[src/rtl/address_ram_map_pkg.sv]
// Shared address-map tables for the weight/bias loader: per-layer window lengths
// and the constant functions that place them back to back in external RAM.
package addr_map_pkg;

    localparam int STEP_W     = 7;
    localparam int ADDR_W     = 18;
    localparam int NUM_LAYERS = 29;
    localparam int K_W        = $clog2(NUM_LAYERS);

    typedef logic [ADDR_W-1:0] addr_t;

    typedef enum logic [1:0] {
        PH_WEIGHT  = 2'd0,
        PH_BIAS    = 2'd1,
        PH_COMPUTE = 2'd2,
        PH_IDLE    = 2'd3
    } phase_e;

    // Word counts per layer; the final layer is dense and has no bias window.
    localparam int unsigned W_LEN [0:NUM_LAYERS-1] = '{
        432,   144,   256,   144,   512,   288,   1024,  288,   2048,  576,
        4096,  576,   4096,  576,   4096,  576,   4096,  576,   4096,  576,
        4096,  576,   8192,  1152,  16384, 1152,  16384, 2304,  10240
    };

    localparam int unsigned B_LEN [0:NUM_LAYERS-2] = '{
        16,  16,  16,  32,  32,  32,  64,  32,  64,  64,
        128, 64,  128, 64,  128, 64,  128, 64,  128, 64,
        128, 64,  256, 128, 256, 128, 256, 128
    };

    function automatic int unsigned wbase(input int unsigned k);
        int unsigned sum;
        sum = 0;
        for (int unsigned i = 0; i < k; i++) begin
            sum += W_LEN[i] + B_LEN[i];
        end
        return sum;
    endfunction

    function automatic int unsigned bbase(input int unsigned k);
        return wbase(k) + W_LEN[k];
    endfunction

    function automatic int unsigned total_words();
        return wbase(NUM_LAYERS - 1) + W_LEN[NUM_LAYERS - 1];
    endfunction

endpackage

[src/rtl/address_ram_map_if.sv]
// Step-in / window-out bundle between the loader sequencer and the address map.
interface address_ram_map_if;
    import addr_map_pkg::*;

    logic [STEP_W-1:0] step;
    logic              re_weights;
    logic              re_bias;
    addr_t             firstaddr;
    addr_t             lastaddr;

    modport master (
        output step,
        input  re_weights,
        input  re_bias,
        input  firstaddr,
        input  lastaddr
    );

    modport slave (
        input  step,
        output re_weights,
        output re_bias,
        output firstaddr,
        output lastaddr
    );

endinterface

[src/rtl/address_ram_map.sv]
// Decodes the 1-based loader step into a registered RAM window and read enables.
// All window bounds are elaboration-time constants; the only runtime logic is muxing.
module address_ram_map
    import addr_map_pkg::*;
(
    input  logic                   clk,
    input  logic                   rst,
    address_ram_map_if.slave       bus
);

    localparam int NUM_STEPS = 2 ** STEP_W;

    // Refuse to build a map that overflows the address space or has empty windows.
    if (total_words() > (32'd1 << ADDR_W)) begin : g_err_total
        $error("address_ram_map: packed layout exceeds 2**ADDR_W words");
    end

    genvar gi;

    for (gi = 0; gi < NUM_LAYERS; gi++) begin : g_chk_w
        if (W_LEN[gi] < 1) begin : g_err
            $error("address_ram_map: zero-length weight window");
        end
    end

    for (gi = 0; gi < NUM_LAYERS - 1; gi++) begin : g_chk_b
        if (B_LEN[gi] < 1) begin : g_err
            $error("address_ram_map: zero-length bias window");
        end
    end

    // Step -> (phase, layer) lookup; out-of-range layers collapse to idle here.
    phase_e         ph_lut [NUM_STEPS];
    logic [K_W-1:0] k_lut  [NUM_STEPS];

    for (gi = 0; gi < NUM_STEPS; gi++) begin : g_lut
        localparam int K = (gi == 0) ? 0 : (gi - 1) / 3;
        localparam int R = (gi == 0) ? 3 : (gi - 1) % 3;
        localparam bit W_OK = (R == 0) && (K < NUM_LAYERS);
        localparam bit B_OK = (R == 1) && (K < NUM_LAYERS - 1);
        assign ph_lut[gi] = W_OK ? PH_WEIGHT :
                            B_OK ? PH_BIAS :
                            (R == 2) ? PH_COMPUTE : PH_IDLE;
        assign k_lut[gi]  = (W_OK || B_OK) ? K_W'(K) : '0;
    end

    addr_t w_first [NUM_LAYERS];
    addr_t w_last  [NUM_LAYERS];
    addr_t b_first [NUM_LAYERS-1];
    addr_t b_last  [NUM_LAYERS-1];

    for (gi = 0; gi < NUM_LAYERS; gi++) begin : g_wwin
        assign w_first[gi] = ADDR_W'(wbase(gi));
        assign w_last[gi]  = ADDR_W'(wbase(gi) + W_LEN[gi] - 1);
    end

    for (gi = 0; gi < NUM_LAYERS - 1; gi++) begin : g_bwin
        assign b_first[gi] = ADDR_W'(bbase(gi));
        assign b_last[gi]  = ADDR_W'(bbase(gi) + B_LEN[gi] - 1);
    end

    phase_e         phase;
    logic [K_W-1:0] layer;

    logic  re_weights_d, re_weights_q;
    logic  re_bias_d,    re_bias_q;
    addr_t firstaddr_d,  firstaddr_q;
    addr_t lastaddr_d,   lastaddr_q;

    always_comb begin
        phase        = ph_lut[bus.step];
        layer        = k_lut[bus.step];
        re_weights_d = 1'b0;
        re_bias_d    = 1'b0;
        firstaddr_d  = '0;
        lastaddr_d   = '0;
        case (phase)
            PH_WEIGHT: begin
                re_weights_d = 1'b1;
                firstaddr_d  = w_first[layer];
                lastaddr_d   = w_last[layer];
            end
            PH_BIAS: begin
                re_bias_d   = 1'b1;
                firstaddr_d = b_first[layer];
                lastaddr_d  = b_last[layer];
            end
            default: ;
        endcase
    end

    always_ff @(posedge clk) begin
        if (rst) begin
            re_weights_q <= 1'b0;
            re_bias_q    <= 1'b0;
            firstaddr_q  <= '0;
            lastaddr_q   <= '0;
        end else begin
            re_weights_q <= re_weights_d;
            re_bias_q    <= re_bias_d;
            firstaddr_q  <= firstaddr_d;
            lastaddr_q   <= lastaddr_d;
        end
    end

    assign bus.re_weights = re_weights_q;
    assign bus.re_bias    = re_bias_q;
    assign bus.firstaddr  = firstaddr_q;
    assign bus.lastaddr   = lastaddr_q;

endmodule

[src/flat_wrapper.sv]
// flat-port wrapper written by rule: the top's interface ports become plain ports
module address_ram_map_flat import addr_map_pkg::*;
  (clk, rst, bus_step, bus_re_weights, bus_re_bias, bus_firstaddr, bus_lastaddr);
  address_ram_map_if bus_i ();
  input  logic clk;
  input  logic rst;
  input wire logic [$bits(bus_i.step)-1:0] bus_step;
  output wire logic [$bits(bus_i.re_weights)-1:0] bus_re_weights;
  output wire logic [$bits(bus_i.re_bias)-1:0] bus_re_bias;
  output wire logic [$bits(bus_i.firstaddr)-1:0] bus_firstaddr;
  output wire logic [$bits(bus_i.lastaddr)-1:0] bus_lastaddr;
  assign bus_i.step = bus_step;
  assign bus_re_weights = bus_i.re_weights;
  assign bus_re_bias = bus_i.re_bias;
  assign bus_firstaddr = bus_i.firstaddr;
  assign bus_lastaddr = bus_i.lastaddr;
  address_ram_map u_core (.clk(clk), .rst(rst), .bus(bus_i));
endmodule
[config.mk]
export PLATFORM = sky130hd
export DESIGN_NAME = address_ram_map_flat
export DESIGN_NICKNAME = d
export VERILOG_FILES = /design/src/rtl/address_ram_map_pkg.sv /design/src/rtl/address_ram_map_if.sv /design/src/rtl/address_ram_map.sv /design/src/flat_wrapper.sv
export SDC_FILE = /design/constraint.sdc
export NUM_CORES = 1
export LEC_CHECK = 0
export BUFFER_PORTS_ARGS = -buffer_cell sky130_fd_sc_hd__buf_2
export CAP_MARGIN = 20
export CORE_MARGIN = 2
export CORE_UTILIZATION = 53
export DETAILED_ROUTE_END_ITERATION = 7
export PLACE_DENSITY_LB_ADDON = 0.25
export SETUP_SLACK_MARGIN = 0.3
export SLEW_MARGIN = 20
export SYNTH_ARGS = -nofsm -noshare
export SYNTH_HDL_FRONTEND = slang
export SYNTH_SLANG_ARGS = --single-unit
[constraint.sdc]
create_clock -name clk -period 2.92 [get_ports clk]
set_input_delay 0.146 -clock clk [delete_from_list [all_inputs] [get_ports clk]]
set_output_delay 0.146 -clock clk [all_outputs]
set_load 0.05 [all_outputs]
Yosys cells after proc, flatten, opt, wreduce, memory -nomap -nowiden. Memory sizes are Yosys's and may differ from the RTL's. Index checks and enable logic that the tools add are counted.

Register bits: 38. Bits in read-only memories: 3200. Bits of input ports: 9. Output and inout port bits: 38. Memories: 6.

Memory list: (name not given) (depth 128, width 5, read ports 1, clocked after memory_dff 0, write ports 0, line address_ram_map.sv:72) `layer = k_lut[bus.step];`; (name not given) (depth 32, width 18, read ports 1, clocked after memory_dff 0, write ports 0, line address_ram_map.sv:81) `lastaddr_d = w_last[layer];`; (name not given) (depth 32, width 18, read ports 1, clocked after memory_dff 0, write ports 0, line address_ram_map.sv:85) `firstaddr_d = b_first[layer];`; (name not given) (depth 32, width 18, read ports 1, clocked after memory_dff 0, write ports 0, line address_ram_map.sv:86) `lastaddr_d = b_last[layer];`; (name not given) (depth 32, width 18, read ports 1, clocked after memory_dff 0, write ports 0, line address_ram_map.sv:80) `firstaddr_d = w_first[layer];`; (name not given) (depth 128, width 2, read ports 1, clocked after memory_dff 0, write ports 0, line address_ram_map.sv:71) `phase = ph_lut[bus.step];`.

$lt $le $gt $ge: 2. Equality and inequality tests: 1. Muxes and demuxes: 16. Bitwise logic cells: 2. Reduce and logical (&&, ||, !) cells: 1.

Operators with widths (count): $mux 18 (8); $pmux 18 s2 (2); $mux 5 (2); $ge 8x8->1 const B (1); $not 7->8 (1); $ge 6x6->1 const B (1); $not 5->6 (1); $mux 2 (2); $eq 2x1->1 const B (1); $logic_not 2->1 (1); $mux 1 (2).

Logic depth before layout (Yosys ltp).
Depth after elaboration: 9. Mapped depth: 15. Mapped depth without buffers: 13.

Least setup slack after synthesis. Ideal clock, no wire load.

Path type: in2reg. From: in bus_step[2]. To: reg u_core.firstaddr_q[14] (netlist: u_core.bus.firstaddr[14]). Arrival time: 2.816 ns. Required time: 2.862 ns. Path slack: 0.045 ns. Cell stages on the path: 13. Path through: buf_2 -> buf_6 -> buf_2 -> or3_1 -> nand3_1 -> o211ai_1 -> o21ai_1 -> inv_1 -> ha_1 -> clkbuf_1 -> o21ai_0 -> a2111oi_0 -> o21a_1.

Longest elaborated chain between the ends: 9. Elaborated cells on any way between the ends: 17.

RTL lines: start: declaration (line flat_wrapper.sv:7) `input wire logic [$bits(bus_i.step)-1:0] bus_step;`; $not 7->8 (implied by the code) (*) (line address_ram_map.sv:71, address_ram_map.sv:72); $mem_v2 128x5; $mux 5 (implied by the code) (2 in a row) (line address_ram_map.sv:72); $not 5->6 (implied by the code) (line address_ram_map.sv:80, address_ram_map.sv:85); $mem_v2 32x18 (on tied branches); $mux 18 (on tied branches) (2 in a row) (line address_ram_map.sv:85, address_ram_map.sv:80); $pmux 18 s2 (*) (line address_ram_map.sv:77) `case (phase)`; end signal: assignment (line address_ram_map.sv:101) `firstaddr_q <= firstaddr_d;`; end: declaration (line address_ram_map.sv:67) `addr_t firstaddr_d, firstaddr_q;`.

Mark *: on every way between the ends. The rest lies on a longest branch, timed or not. The select of a mux whose other input is x is not followed. A chain may end at the register's enable or synchronous reset.

Final worst setup path.
From: in bus_step[1]. To: reg u_core.lastaddr_q[6] (netlist: u_core.bus.lastaddr[6]).

Longest elaborated chain between the ends: 9. Elaborated cells on any way between the ends: 17.

RTL lines: $not 7->8 (implied by the code) (*) (line address_ram_map.sv:71, address_ram_map.sv:72); $mem_v2 128x5; $mux 5 (implied by the code) (2 in a row) (line address_ram_map.sv:72); $not 5->6 (implied by the code) (line address_ram_map.sv:81, address_ram_map.sv:86); $mem_v2 32x18 (on tied branches); $mux 18 (on tied branches) (2 in a row) (line address_ram_map.sv:86, address_ram_map.sv:81); $pmux 18 s2 (*) (line address_ram_map.sv:77); end signal: assignment (line address_ram_map.sv:102) `lastaddr_q <= lastaddr_d;`; end: declaration (line address_ram_map.sv:68) `addr_t lastaddr_d, lastaddr_q;`.

Marked as above.

==> impl_metrics.env <==
export IMPL_setup_viol_count_final=0
export IMPL_powerDensity_nw_per_um2=441
export IMPL_die_w_um=81.6
export IMPL_fin_util=0.652
export IMPL_clock_root_buffer="clkbuf_8"
export IMPL_yosysTopAreaCell="dfxtp_1"
export IMPL_routabilityCongestion=1.02
export IMPL_grt_ovfl_total=0
export IMPL_drive_gt1_frac=0.263
export IMPL_critical_path_top_delay_family="simple AND/OR/NAND/NOR gates"
export IMPL_cts_buffer_depth=2
export IMPL_numCtsBuffers=5
export IMPL_nNetsFinal=511
export IMPL_rsz0062_at_grt="true"
export IMPL_grt_pass1_vias=3251
export IMPL_port_buffers=40
export IMPL_ys_top_cells_by_count="nor2_1 (34), nand2_1 (32), a21oi_1 (30)"
export IMPL_clock_sinks=29
export IMPL_grt_max_degree=35
export IMPL_crit_fanout=17
export IMPL_yosys_register_bits=29
export IMPL_die_h_um=81.6
export IMPL_wl_per_cell_um=19.3
export IMPL_grt_pass1_wl_mm=16.5
export IMPL_hold_viol_final=0
export IMPL_num_io_pins=47
export IMPL_core_area_sq_um=5890
export IMPL_worstHoldPathType="primary input to flip-flop"
export IMPL_cp_data_arrival_time_ns=2.73
export IMPL_place_area_sq_um=3570
export IMPL_maxCapViolCount=0
export IMPL_synth_distinct_cells=74
export IMPL_synthesis_area_sq_um=3190
export IMPL_drt_wl_total_mm=10.7
export IMPL_drt_iter0_markers=541
export IMPL_antenna_found_initial=0
export IMPL_yosys_warnings=0
export IMPL_worst_setup_path_start_kind="primary input"
export IMPL_crit_type="primary input to flip-flop"
export IMPL_htreeDepth=2
export IMPL_maxSlewViolCount=0
export IMPL_min_period_ns=2.53
export IMPL_clkTransAtPathRegs_ns=0.07
export IMPL_synth_seq_area_share=0.182
export IMPL_outcome="complete, no violations"
export IMPL_syn_area_per_cell_sq_um=7.41
export IMPL_synth_edf_count=0
export IMPL_cts_hold_buf=0
export IMPL_worstPathBufferInverterCount=5
export IMPL_dieArea_sq_um=6660
export IMPL_num_rows=28
export IMPL_hold_slack_ns=0.212
export IMPL_drc=0
export IMPL_cts_tree="done"
export IMPL_max_stage_delay_ns=0.48
export IMPL_path_cells="buf_2, inv_2, ha_2, buf_4, nand2b_1, and3_1, o31a_1, o32ai_4, buf_6, buf_12, nor2_2, or4_1, a21boi_1"
export IMPL_diodes=0
export IMPL_synth_top_area_share=0.182
export IMPL_leakage_nw=1.68
export IMPL_cp_slowest_cell="or4_1"
export IMPL_async_flop_share=0
export IMPL_initial_utilization=0.543
export IMPL_fin_crit_sh=0.866
export IMPL_crit_required_ns=3.13
export IMPL_area_growth_pct=20.1
export IMPL_synthCells=431
export IMPL_tns_ns=0
export IMPL_fin_area_sq_um=3840
export IMPL_clock_fmax_mhz=396
export IMPL_first_pass_iters=7
export IMPL_ant_nets=0
export IMPL_end_kind="flip-flop"
export IMPL_synthFlopType="dfxtp_1"
export IMPL_vias=3680
export IMPL_ys_top_cells_by_area="dfxtp_1 (18%), ha_1 (9.0%), a21oi_1 (4.7%)"
export IMPL_viasPerCell=6.63
export IMPL_grt_usage=0.318
export IMPL_place_hpwl_mm=7.60
export IMPL_nFillCells=545
export IMPL_ir_worst_vdd_mv=0.295
export IMPL_synth_most_common_cell="nor2_1"
area by class of cell:
| type | instances | area (sq um) | area share |
|---|---|---|---|
| Inverter | 14 | 57.6 | 0.0150 |
| Sequential cell | 29 | 581 | 0.151 |
| Clock buffer | 6 | 72.6 | 0.0189 |
| Timing Repair Buffer | 85 | 613 | 0.160 |
| Clock inverter | 2 | 10.0 | 0.00261 |
| Multi-Input combinational cell | 344 | 2410 | 0.628 |
| Tap cell | 75 | 93.8 | 0.0245 |
flip-flops by register name (all words and copies together) (netlist names):
signal and count:
u_core.bus.firstaddr 13, u_core.bus.lastaddr 14, u_core.bus.re_bias 1, u_core.bus.re_weights 1
logic make-up (layout without fill, tap and decap cells):
| logic type | count (synthesis) | after routing | share of synthesized area |
|---|---|---|---|
| other | 1 | 6 | 0.00117 |
| AOI/OAI and AO/OA | 153 | 153 | 0.342 |
| DFF | 29 | 29 | 0.182 |
| adders and majority gates | 23 | 23 | 0.0901 |
| and+or+nand+nor | 149 | 149 | 0.244 |
| xor gates and xnor gates | 2 | 2 | 0.00548 |
| buffers and inverters | 63 | 107 | 0.101 |
| muxes | 11 | 11 | 0.0345 |
path summary, 6_finish.rpt:
path	startpoint	depth (start not counted)	endpoint
hold / removal	rst	2	u_core.bus.firstaddr[6]
setup / recovery	bus_step[1]	13	u_core.bus.lastaddr[6]
through the flow:
step	power (W)	cells	setup slack, ns
global route	0.00177	555	0.242
global placement	0.00127	538	0.0675
CTS	0.00161	546	0.323
detailed placement	0.00128	538	-0.0326
floorplan	0.00106	436	0.298
finish	0.00169	555	0.393
cells in the final DEF, fill, tap and decap left out, types with 4 or more instances in the layout:
| master | n |
|---|---|
| a32oi_1 | 4 |
| mux2i_1 | 11 |
| and3_1 | 4 |
| a21oi_1 | 30 |
| buf_4 | 38 |
| nand2b_1 | 16 |
| o22ai_1 | 13 |
| nand2_1 | 30 |
| inv_2 | 4 |
| conb_1 | 6 |
| ha_2 | 6 |
| dfxtp_1 | 29 |
| clkbuf_8 | 5 |
| nand3b_1 | 5 |
| a31oi_1 | 8 |
| ha_1 | 13 |
| o211a_1 | 6 |
| ha_4 | 4 |
| buf_12 | 4 |
| inv_1 | 8 |
| o211ai_1 | 8 |
| nor2b_1 | 8 |
| o21bai_1 | 4 |
| or3_1 | 4 |
| nand4_1 | 4 |
| a211oi_1 | 9 |
| nand3_1 | 13 |
| buf_2 | 40 |
| nor2_1 | 33 |
| nor3_1 | 8 |
| o21ai_0 | 22 |
layer usage:
layer	up-vias	wire length, um	part of all wire	global-route usage
met5	-	0	0	0
met4	0	558	0.052	0.145
met3	57	904	0.084	0.0451
met2	233	5130	0.48	0.540
met1	1709	4120	0.38	0.397
li1	1681	-	-	-
power breakdown:
part / internal, W / leakage [nW] / switching (W)
Clock: 0.000165 / 0.0450 / 0.000171
Combinational: 0.000326 / 1.39 / 0.000597
Sequential: 0.000424 / 0.236 / 0.00000701
Total: 0.000915 / 1.68 / 0.000775
timing repair:
| item | CTS | global route |
|---|---|---|
| pin swaps | 0 | 2 |
| setup buffers | 0 | 8 |
| endpoints found under the setup margin | 1 | 19 |
| cloned | 0 | 1 |
| resized for setup | 1 | 27 |
| endpoints found under the hold margin | 0 | 0 |
Note: power is estimated with default switching activity, not from simulation.
